[src/rtl/multicycle_control_fsm_pkg.sv]
// Shared encodings for the multicycle ARM control sequencer: state codes,
// instruction field codes, datapath mux selects and the data-processing decode.
package arm_ctrl_pkg;

  localparam int STATE_BITS = 4;

  typedef enum logic [STATE_BITS-1:0] {
    S_FETCH    = 4'd0,
    S_DECODE   = 4'd1,
    S_MEMADR   = 4'd2,
    S_MEMREAD  = 4'd3,
    S_MEMWB    = 4'd4,
    S_MEMWRITE = 4'd5,
    S_EXECUTER = 4'd6,
    S_EXECUTEI = 4'd7,
    S_ALUWB    = 4'd8,
    S_BRANCH   = 4'd9
  } state_t;

  typedef enum logic [1:0] {
    OP_DP  = 2'b00,
    OP_MEM = 2'b01,
    OP_BR  = 2'b10,
    OP_UND = 2'b11
  } op_t;

  typedef enum logic [3:0] {
    COND_EQ = 4'b0000, COND_NE = 4'b0001, COND_CS = 4'b0010, COND_CC = 4'b0011,
    COND_MI = 4'b0100, COND_PL = 4'b0101, COND_VS = 4'b0110, COND_VC = 4'b0111,
    COND_HI = 4'b1000, COND_LS = 4'b1001, COND_GE = 4'b1010, COND_LT = 4'b1011,
    COND_GT = 4'b1100, COND_LE = 4'b1101, COND_AL = 4'b1110, COND_NV = 4'b1111
  } cond_t;

  typedef enum logic [1:0] {
    ALU_ADD = 2'b00,
    ALU_SUB = 2'b01,
    ALU_AND = 2'b10,
    ALU_ORR = 2'b11
  } alu_ctrl_t;

  typedef enum logic [1:0] {
    RES_ALUOUT = 2'b00,
    RES_DATA   = 2'b01,
    RES_ALU    = 2'b10
  } result_src_t;

  typedef enum logic [1:0] {
    SRCB_RD2  = 2'b00,
    SRCB_IMM  = 2'b01,
    SRCB_FOUR = 2'b10
  } alu_src_b_t;

  localparam logic [3:0] CMD_AND = 4'b0000;
  localparam logic [3:0] CMD_SUB = 4'b0010;
  localparam logic [3:0] CMD_ADD = 4'b0100;
  localparam logic [3:0] CMD_CMP = 4'b1010;
  localparam logic [3:0] CMD_ORR = 4'b1100;

  typedef struct packed {
    logic [1:0] alu_ctrl;
    logic       no_write;
    logic       arith;     // command produces meaningful C/V
  } dp_dec_t;

  // Unknown commands execute as a harmless ADD with the write suppressed.
  function automatic dp_dec_t dp_decode(input logic [3:0] cmd);
    dp_dec_t d;
    d = '{alu_ctrl: ALU_ADD, no_write: 1'b1, arith: 1'b0};
    case (cmd)
      CMD_ADD: d = '{alu_ctrl: ALU_ADD, no_write: 1'b0, arith: 1'b1};
      CMD_SUB: d = '{alu_ctrl: ALU_SUB, no_write: 1'b0, arith: 1'b1};
      CMD_AND: d = '{alu_ctrl: ALU_AND, no_write: 1'b0, arith: 1'b0};
      CMD_ORR: d = '{alu_ctrl: ALU_ORR, no_write: 1'b0, arith: 1'b0};
      CMD_CMP: d = '{alu_ctrl: ALU_SUB, no_write: 1'b1, arith: 1'b1};
      default: ;
    endcase
    return d;
  endfunction

endpackage

[src/rtl/multicycle_control_fsm_if.sv]
// Bundle between the instruction register fields, the control sequencer and
// the datapath. All signals are plain levels, valid every cycle; no handshake.
interface multicycle_control_fsm_if;

  logic [1:0] Op;
  logic [5:0] Funct;
  logic [3:0] Rd;
  logic [3:0] Cond;
  logic [3:0] ALUFlags;

  logic       PCWrite;
  logic       MemWrite;
  logic       RegWrite;
  logic       IRWrite;
  logic       AdrSrc;
  logic [1:0] ResultSrc;
  logic       ALUSrcA;
  logic [1:0] ALUSrcB;
  logic [1:0] ALUControl;
  logic [1:0] ImmSrc;
  logic [1:0] RegSrc;
  logic [3:0] Flags;
  logic [arm_ctrl_pkg::STATE_BITS-1:0] State;

  modport master (
    input  Op, Funct, Rd, Cond, ALUFlags,
    output PCWrite, MemWrite, RegWrite, IRWrite, AdrSrc, ResultSrc,
           ALUSrcA, ALUSrcB, ALUControl, ImmSrc, RegSrc, Flags, State
  );

  modport slave (
    output Op, Funct, Rd, Cond, ALUFlags,
    input  PCWrite, MemWrite, RegWrite, IRWrite, AdrSrc, ResultSrc,
           ALUSrcA, ALUSrcB, ALUControl, ImmSrc, RegSrc, Flags, State
  );

endinterface

[src/rtl/multicycle_control_fsm_cond_check.sv]
// ARM condition-code evaluation of an instruction's Cond field against NZCV.
module cond_check
  import arm_ctrl_pkg::*;
(
    input  logic [3:0] cond_i,
    input  logic [3:0] flags_i,
    output logic       cond_ex_o
);

    logic n, z, c, v;
    assign {n, z, c, v} = flags_i;

    always_comb begin
        cond_ex_o = 1'b0;
        case (cond_i)
            COND_EQ: cond_ex_o = z;
            COND_NE: cond_ex_o = ~z;
            COND_CS: cond_ex_o = c;
            COND_CC: cond_ex_o = ~c;
            COND_MI: cond_ex_o = n;
            COND_PL: cond_ex_o = ~n;
            COND_VS: cond_ex_o = v;
            COND_VC: cond_ex_o = ~v;
            COND_HI: cond_ex_o = c & ~z;
            COND_LS: cond_ex_o = ~c | z;
            COND_GE: cond_ex_o = (n == v);
            COND_LT: cond_ex_o = (n != v);
            COND_GT: cond_ex_o = ~z & (n == v);
            COND_LE: cond_ex_o = z | (n != v);
            COND_AL: cond_ex_o = 1'b1;
            default: cond_ex_o = 1'b0;
        endcase
    end

endmodule

[src/rtl/multicycle_control_fsm.sv]
// Main sequencer of the multicycle ARM core: walks each instruction through its
// state path, drives datapath selects/enables and owns the NZCV flag register.
module multicycle_control_fsm
  import arm_ctrl_pkg::*;
#(
    parameter int STATE_W = STATE_BITS
) (
    input  logic                    CLK,
    input  logic                    Reset,
    multicycle_control_fsm_if.master bus
);

    state_t     state_q, state_d;
    logic [3:0] flags_q, flags_d;
    logic       condex_q, condex_d;
    logic       cond_ex;
    dp_dec_t    dp;
    logic       rd_is_pc;

    logic       pc_write, mem_write, reg_write, ir_write, adr_src, alu_src_a;
    logic [1:0] result_src, alu_src_b, alu_control;

    assign dp       = dp_decode(bus.Funct[4:1]);
    assign rd_is_pc = (bus.Rd == 4'd15);

    cond_check u_cond_check (
        .cond_i   (bus.Cond),
        .flags_i  (flags_q),
        .cond_ex_o(cond_ex)
    );

    always_ff @(posedge CLK or posedge Reset) begin
        if (Reset) begin
            state_q  <= S_FETCH;
            flags_q  <= 4'b0000;
            condex_q <= 1'b0;
        end else begin
            state_q  <= state_d;
            flags_q  <= flags_d;
            condex_q <= condex_d;
        end
    end

    always_comb begin
        state_d  = state_q;
        flags_d  = flags_q;
        condex_d = condex_q;
        case (state_q)
            S_FETCH:  state_d = S_DECODE;
            S_DECODE: begin
                condex_d = cond_ex;
                case (bus.Op)
                    OP_MEM:  state_d = S_MEMADR;
                    OP_DP:   state_d = bus.Funct[5] ? S_EXECUTEI : S_EXECUTER;
                    OP_BR:   state_d = S_BRANCH;
                    default: state_d = S_FETCH;
                endcase
            end
            S_MEMADR:  state_d = bus.Funct[0] ? S_MEMREAD : S_MEMWRITE;
            S_MEMREAD: state_d = S_MEMWB;
            S_EXECUTER, S_EXECUTEI: begin
                state_d = S_ALUWB;
                // Flags commit as the ALU result is captured, only for S-suffixed passing ops.
                if (condex_q && bus.Funct[0]) begin
                    flags_d[3:2] = bus.ALUFlags[3:2];
                    if (dp.arith) flags_d[1:0] = bus.ALUFlags[1:0];
                end
            end
            default: state_d = S_FETCH;
        endcase
    end

    always_comb begin
        pc_write    = 1'b0;
        mem_write   = 1'b0;
        reg_write   = 1'b0;
        ir_write    = 1'b0;
        adr_src     = 1'b0;
        alu_src_a   = 1'b0;
        result_src  = RES_ALUOUT;
        alu_src_b   = SRCB_RD2;
        alu_control = ALU_ADD;
        case (state_q)
            S_FETCH: begin
                ir_write   = 1'b1;
                pc_write   = 1'b1;
                alu_src_a  = 1'b1;
                alu_src_b  = SRCB_FOUR;
                result_src = RES_ALU;
            end
            S_DECODE: begin
                alu_src_a  = 1'b1;
                alu_src_b  = SRCB_FOUR;
                result_src = RES_ALU;
            end
            S_MEMADR: begin
                alu_src_b   = SRCB_IMM;
                alu_control = bus.Funct[3] ? ALU_ADD : ALU_SUB;
            end
            S_MEMREAD: adr_src = 1'b1;
            S_MEMWB: begin
                result_src = RES_DATA;
                reg_write  = condex_q;
                pc_write   = condex_q & rd_is_pc;
            end
            S_MEMWRITE: begin
                adr_src   = 1'b1;
                mem_write = condex_q;
            end
            S_EXECUTER: alu_control = dp.alu_ctrl;
            S_EXECUTEI: begin
                alu_src_b   = SRCB_IMM;
                alu_control = dp.alu_ctrl;
            end
            S_ALUWB: begin
                reg_write = condex_q & ~dp.no_write;
                pc_write  = condex_q & rd_is_pc & ~dp.no_write;
            end
            S_BRANCH: begin
                alu_src_b  = SRCB_IMM;
                result_src = RES_ALU;
                pc_write   = condex_q;
            end
            default: ;
        endcase
    end

    assign bus.PCWrite    = pc_write;
    assign bus.MemWrite   = mem_write;
    assign bus.RegWrite   = reg_write;
    assign bus.IRWrite    = ir_write;
    assign bus.AdrSrc     = adr_src;
    assign bus.ALUSrcA    = alu_src_a;
    assign bus.ResultSrc  = result_src;
    assign bus.ALUSrcB    = alu_src_b;
    assign bus.ALUControl = alu_control;
    assign bus.ImmSrc     = bus.Op;
    assign bus.RegSrc     = {bus.Op == OP_MEM, bus.Op == OP_BR};
    assign bus.Flags      = flags_q;
    assign bus.State      = STATE_W'(state_q);

endmodule

[src/flat_wrapper.sv]
// flat-port wrapper written by rule: the top's interface ports become plain ports
module multicycle_control_fsm_flat import arm_ctrl_pkg::*;
#(
    parameter int STATE_W = STATE_BITS
)
  (CLK, Reset, bus_Op, bus_Funct, bus_Rd, bus_Cond, bus_ALUFlags, bus_PCWrite, bus_MemWrite, bus_RegWrite, bus_IRWrite, bus_AdrSrc, bus_ResultSrc, bus_ALUSrcA, bus_ALUSrcB, bus_ALUControl, bus_ImmSrc, bus_RegSrc, bus_Flags, bus_State);
  multicycle_control_fsm_if bus_i ();
  input  logic CLK;
  input  logic Reset;
  input wire logic [$bits(bus_i.Op)-1:0] bus_Op;
  input wire logic [$bits(bus_i.Funct)-1:0] bus_Funct;
  input wire logic [$bits(bus_i.Rd)-1:0] bus_Rd;
  input wire logic [$bits(bus_i.Cond)-1:0] bus_Cond;
  input wire logic [$bits(bus_i.ALUFlags)-1:0] bus_ALUFlags;
  output wire logic [$bits(bus_i.PCWrite)-1:0] bus_PCWrite;
  output wire logic [$bits(bus_i.MemWrite)-1:0] bus_MemWrite;
  output wire logic [$bits(bus_i.RegWrite)-1:0] bus_RegWrite;
  output wire logic [$bits(bus_i.IRWrite)-1:0] bus_IRWrite;
  output wire logic [$bits(bus_i.AdrSrc)-1:0] bus_AdrSrc;
  output wire logic [$bits(bus_i.ResultSrc)-1:0] bus_ResultSrc;
  output wire logic [$bits(bus_i.ALUSrcA)-1:0] bus_ALUSrcA;
  output wire logic [$bits(bus_i.ALUSrcB)-1:0] bus_ALUSrcB;
  output wire logic [$bits(bus_i.ALUControl)-1:0] bus_ALUControl;
  output wire logic [$bits(bus_i.ImmSrc)-1:0] bus_ImmSrc;
  output wire logic [$bits(bus_i.RegSrc)-1:0] bus_RegSrc;
  output wire logic [$bits(bus_i.Flags)-1:0] bus_Flags;
  output wire logic [$bits(bus_i.State)-1:0] bus_State;
  assign bus_i.Op = bus_Op;
  assign bus_i.Funct = bus_Funct;
  assign bus_i.Rd = bus_Rd;
  assign bus_i.Cond = bus_Cond;
  assign bus_i.ALUFlags = bus_ALUFlags;
  assign bus_PCWrite = bus_i.PCWrite;
  assign bus_MemWrite = bus_i.MemWrite;
  assign bus_RegWrite = bus_i.RegWrite;
  assign bus_IRWrite = bus_i.IRWrite;
  assign bus_AdrSrc = bus_i.AdrSrc;
  assign bus_ResultSrc = bus_i.ResultSrc;
  assign bus_ALUSrcA = bus_i.ALUSrcA;
  assign bus_ALUSrcB = bus_i.ALUSrcB;
  assign bus_ALUControl = bus_i.ALUControl;
  assign bus_ImmSrc = bus_i.ImmSrc;
  assign bus_RegSrc = bus_i.RegSrc;
  assign bus_Flags = bus_i.Flags;
  assign bus_State = bus_i.State;
  multicycle_control_fsm #(.STATE_W(STATE_W)) u_core (.CLK(CLK), .Reset(Reset), .bus(bus_i));
endmodule
[config.mk]
export PLATFORM = sky130hd
export DESIGN_NAME = multicycle_control_fsm_flat
export DESIGN_NICKNAME = d
export VERILOG_FILES = /design/src/rtl/multicycle_control_fsm_pkg.sv /design/src/rtl/multicycle_control_fsm_if.sv /design/src/rtl/multicycle_control_fsm_cond_check.sv /design/src/rtl/multicycle_control_fsm.sv /design/src/flat_wrapper.sv
export SDC_FILE = /design/constraint.sdc
export NUM_CORES = 1
export LEC_CHECK = 0
export CAP_MARGIN = 30
export CORE_MARGIN = 3
export CORE_UTILIZATION = 39
export DETAILED_ROUTE_END_ITERATION = 10
export PLACE_DENSITY = 0.8
export SLEW_MARGIN = 10
export SYNTH_ARGS = -nofsm -noshare
export SYNTH_HDL_FRONTEND = slang
export SYNTH_HIERARCHICAL = 1
export SYNTH_SLANG_ARGS = --single-unit
[constraint.sdc]
create_clock -name CLK -period 2.2 [get_ports CLK]
set_clock_uncertainty 0.05 [all_clocks]
set_input_delay 0.66 -clock CLK [delete_from_list [all_inputs] [get_ports CLK]]
set_output_delay 0.66 -clock CLK [all_outputs]
set_load 0.02 [all_outputs]
# == Word level (Yosys, flattened, before mapping) ==
# Index checks and enable logic that the tools add are counted.
# Widths: inputs -> output; s select.
# word_totals
out_inout_bits,24
wordCells,76
mem_bits_ro,0
latch_bits,0
ram_bits,0
register_bits,9
memories,0
# op_classes
reduce_logical,12
mul,0
shift,0
div,0
n_lt_le_gt_ge,0
mux,16
bitwise,12
eq_ne,32
add_sub_neg,0
# ops
operator,n
$eq 4x4->1 const B,12
$pmux 4 s5,2
$eq 4x3->1 const B,9
$eq 4x2->1 const B,5
$pmux 1 s15,1
$logic_not 4->1,3
$pmux 2 s2,3
$pmux 4 s3,1
$eq 4x1->1 const B,2
$mux 1,6
$reduce_or 2->1,3
$reduce_or 3->1,2
$and 1x1->1,5
$not 1->1,5
$pmux 1 s4,1
$mux 3,1
$reduce_and 3->1,1
$eq 2x1->1 const B,1
$eq 2x2->1 const B,1
$logic_not 2->1,1
$or 1x1->1,2
$pmux 1 s2,1
$reduce_and 2->1,1
$eq 1x1->1,1
2 further kinds,2

# == Depth between registers and ports, before layout ==
# depth
ltp_word,5
ltp_mapped,6
ltp_nobuf,5

# == Cells and area by module ==
# The synthesis kept the hierarchy.
# by_module_without_submodules
module,area_per_inst_um2,cells_each,instances,seq_area_each_um2
multicycle_control_fsm,660.6,81,1,225.2
cond_check,193.9,28,1,0.0

# == Worst setup path before layout ==
# No wires, ideal clock.
# synth_path
path_kind,register to output
start,register u_core.state_q[3] (netlist: u_core/bus.State[3])
end,output bus_PCWrite
path_stages_with_launch,5
t_required_ps,1490
arrival_time_ps,1590
path_buffers,1
slack_ps,-100
cell_sequence,dfrtp_1 > clkbuf_1 > nor3b_1 > a21oi_1 > o31ai_1
# synth_via
elab_chain_cells,2
# synth_rtl
element,line,source
from (decl),multicycle_control_fsm.sv:13,"state_t state_q, state_d;"
from (signal assigned),multicycle_control_fsm.sv:38,state_q <= state_d;
"$eq 4x4->1, or another cell as far along",multicycle_control_fsm.sv:83,case (state_q)
$pmux 1 s4 *,multicycle_control_fsm.sv:83,
to (decl),flat_wrapper.sv:15,output wire logic [$bits(bus_i.PCWrite)-1:0] bus_PCWrite;
# Every way passes the cells marked *; elsewhere a longest branch is shown, timed or not.

# == Worst setup path in the final report ==
# Same ends and word-level chain as after synthesis.

==> run metrics <==
outcome finished clean; RD Place Congestion 0.8124; Comb pwr share 72.4%; Top Ports 46; core footprint 2022 um^2; n_diodes 0; #FFs+latches synth 9; hold worst-path end u_core/bus.Flags[1]; Vias 1065; Mapped Cells 109; number of library cell types mapped by synthesis 41; hold slack 510.6 ps; Critical Path Most Common Cell buf_4; grt ovf 0; CTS root buffer clkbuf_4; layout cell share with drive strength beyond 1 38.24%; final core utilization 75.68%; total track usage 19.75%; CTS tree yes; largest net degree at the start of global routing 10; FP Rows 16; Crit Path Category register to primary output; Worst EP required 1490 ps; PwrDens 1059 nW/um^2; Net Sw Power 769.0 uW; Net Sw Frac 47.45%; total detailed-routing wirelength 2819 um; HP Class register to register; Fill cells 156; Leak 0.7466 nW; 1st-pass router iterations 4; met2 Use GR 32.85%; clock buffer depth 2; final number of max-transition violations 0; die height 52.81 um; period utilization 98.30%; Vias/cell 5.406; Post-synth EDFFs 0; WP data arrival 1450 ps; post-synthesis sequential area ratio 26.35%; Starting Density 42.26%; clock slew at reported path FFs 60 ps; final antenna-violating net count 0; H-tree Lvls 1; worst min-delay path startpoint u_core/bus.Flags[1]; GRT busiest layer met2; initial antenna violation count 0; Synth async-reset ratio 100.0%; post-synth top area cell dfrtp_1; final hold vios 0; synthesis-to-finish area growth 79.06%; commonest non-fill, non-tap cell in the layout buf_4; reg2reg end u_core/condex_q; drt wl/cell 14.31 um; setup TNS 0 ps; Clock power frac 7.8%; met1 Use GR 24.14%; DRC Markers 0; worst-case reg-to-reg path depth 5; # port buffers 45; first-pass GRT wire length 4153 um; fmax 462.4 MHz; Syn Area/Cell 7.840 um^2; Ys Warns 6; vias in the first global route 993; Worst Path Max Fanout 5; total power 1.621 mW; number of cells on the worst hold path 1; count of nets after finishing 193; P_int 851.6 uW; total CTS buffers 3; Slew @ Worst Pin 341.8 ps; unrepaired setup endpoints after global routing yes; setup slack, reg-to-reg 380 ps; slowest stage delay, CP 450 ps; Synth area leaders dfrtp_1 26%, nor2_1 6.1%, a21oi_1 5.3%, mux2_1 4.0%, nand2b_1 3.7%; DIE AREA 2789 um^2; Max Cap Viol 0; # setup viols final 0; reg2reg start u_core/bus.Flags[3]; DP Wirelength 1986 um; clk sink count 9; initial drt markers 37; predominant post-synthesis flop cell dfrtp_1; Final min period 2163 ps; Hold-fix buffers, CTS 0; area share of the largest cell type after synthesis 26.35%; slowest stage cell on the critical path dfrtp_2; register share of total power 19.7%; crit path capture type primary output; chip width 52.81 um; Worst slew margin 77.19%; Mapped Area 854.6 um^2; Clock Latency Late Sink 260 ps; commonest cells after routing, fill and taps aside 22 x buf_4, 15 x clkdlybuf4s50_1, 13 x nor2_1; crit path cell chain buf_4 > and3_1 > o21ai_2 > o31ai_2 > buf_4; Synthesized Nets 131; met3 GRT Util 5.128%; Worst setup SP type register; VDD IR max 851.5 uV
## layer usage
layer | wire length, um | vias to the layer above
met5 | 0 | -
met4 | 41 | 0
met3 | 214 | 4
met2 | 1362 | 60
met1 | 1200 | 492
li1 | - | 509
## worst max path at each step
stage	from	end	cells after the start
after floorplan	u_core/bus.State[1]	bus_AdrSrc	4
after global placement	bus_Funct[3]	bus_PCWrite	5
after detailed placement	bus_Funct[3]	bus_PCWrite	5
after CTS	bus_Rd[2]	bus_PCWrite	4
after global routing	u_core/bus.State[1]	bus_ALUSrcB[0]	5
final	u_core/bus.State[3]	bus_PCWrite	5
## power by group through the flow
| stage | sequential, mW | clock [mW] | combinational [mW] |
|---|---|---|---|
| 2_1_floorplan | 0.327 | 0 | 0.579 |
| 3_3_place_gp | 0.314 | 0 | 1.10 |
| 3_5_place_dp | 0.315 | 0 | 1.12 |
| 4_1_cts | 0.311 | 0.131 | 1.12 |
| 5_1_grt | 0.329 | 0.146 | 1.24 |
| 6_report | 0.320 | 0.127 | 1.17 |
## area by class of cell
class                      count  area, um^2  area share, %
sequential                     9       227.7          14.88
inverter                       2       7.507         0.4906
multi-input combinational     88       648.1          42.35
timing repair buffer          67       585.6          38.27
clock inverter                 1       5.005         0.3271
tap                           27       33.78          2.208
clock buffer                   3       22.52          1.472
## Yosys cell counts, drive strengths merged, types with 3 or more instances
cell / n
a21oi: 9
clkbuf: 4
nor3b: 4
buf: 6
nand2: 8
o21ai: 3
dfrtp: 9
o22ai: 3
nor2b: 4
nor3: 4
nand2b: 5
nor2: 14
mux2: 6
## critical path, delay by kind of cell (launching register included)
family	cells	cell delay, ps
flops	1	450
buf+inv	2	330
compound gates	2	220
simple gates	1	190
## metrics by stage
stage          cells  setup WS (ps)  cell area, um^2
2_1_floorplan    109          34.44            859.6
3_3_place_gp     191         -831.3             1444
3_5_place_dp     191         -855.0             1444
4_1_cts          197         -144.4             1499
5_1_grt          197         -37.48             1530
6_report         197          37.29             1530
## cells by family (layout without fill, tap and decap cells)
| kind of cell | count (synthesis) | in the layout | share of synthesized area (%) |
|---|---|---|---|
| AND/OR/NAND/NOR | 51 | 51 | 32.36 |
| flip-flops | 9 | 9 | 26.35 |
| AO/OA/AOI/OAI | 27 | 27 | 21.08 |
| buffers and inverters | 12 | 73 | 6.734 |
| XOR/XNOR | 3 | 3 | 3.954 |
| multiplexers | 7 | 7 | 9.516 |
## repair_timing
action                     CTS  global route
resized for setup           84            30
pin swaps                    5             6
setup buffers                2             0
gates cloned                 0             0
setup endpoints to repair   18            15
## state kept, by name, indices dropped and copies added, names as in the netlist
register	flops
u_core/bus.Flags	4
u_core/bus.State	4
u_core/condex_q	1
Note: power is estimated with default switching activity, not from simulation.
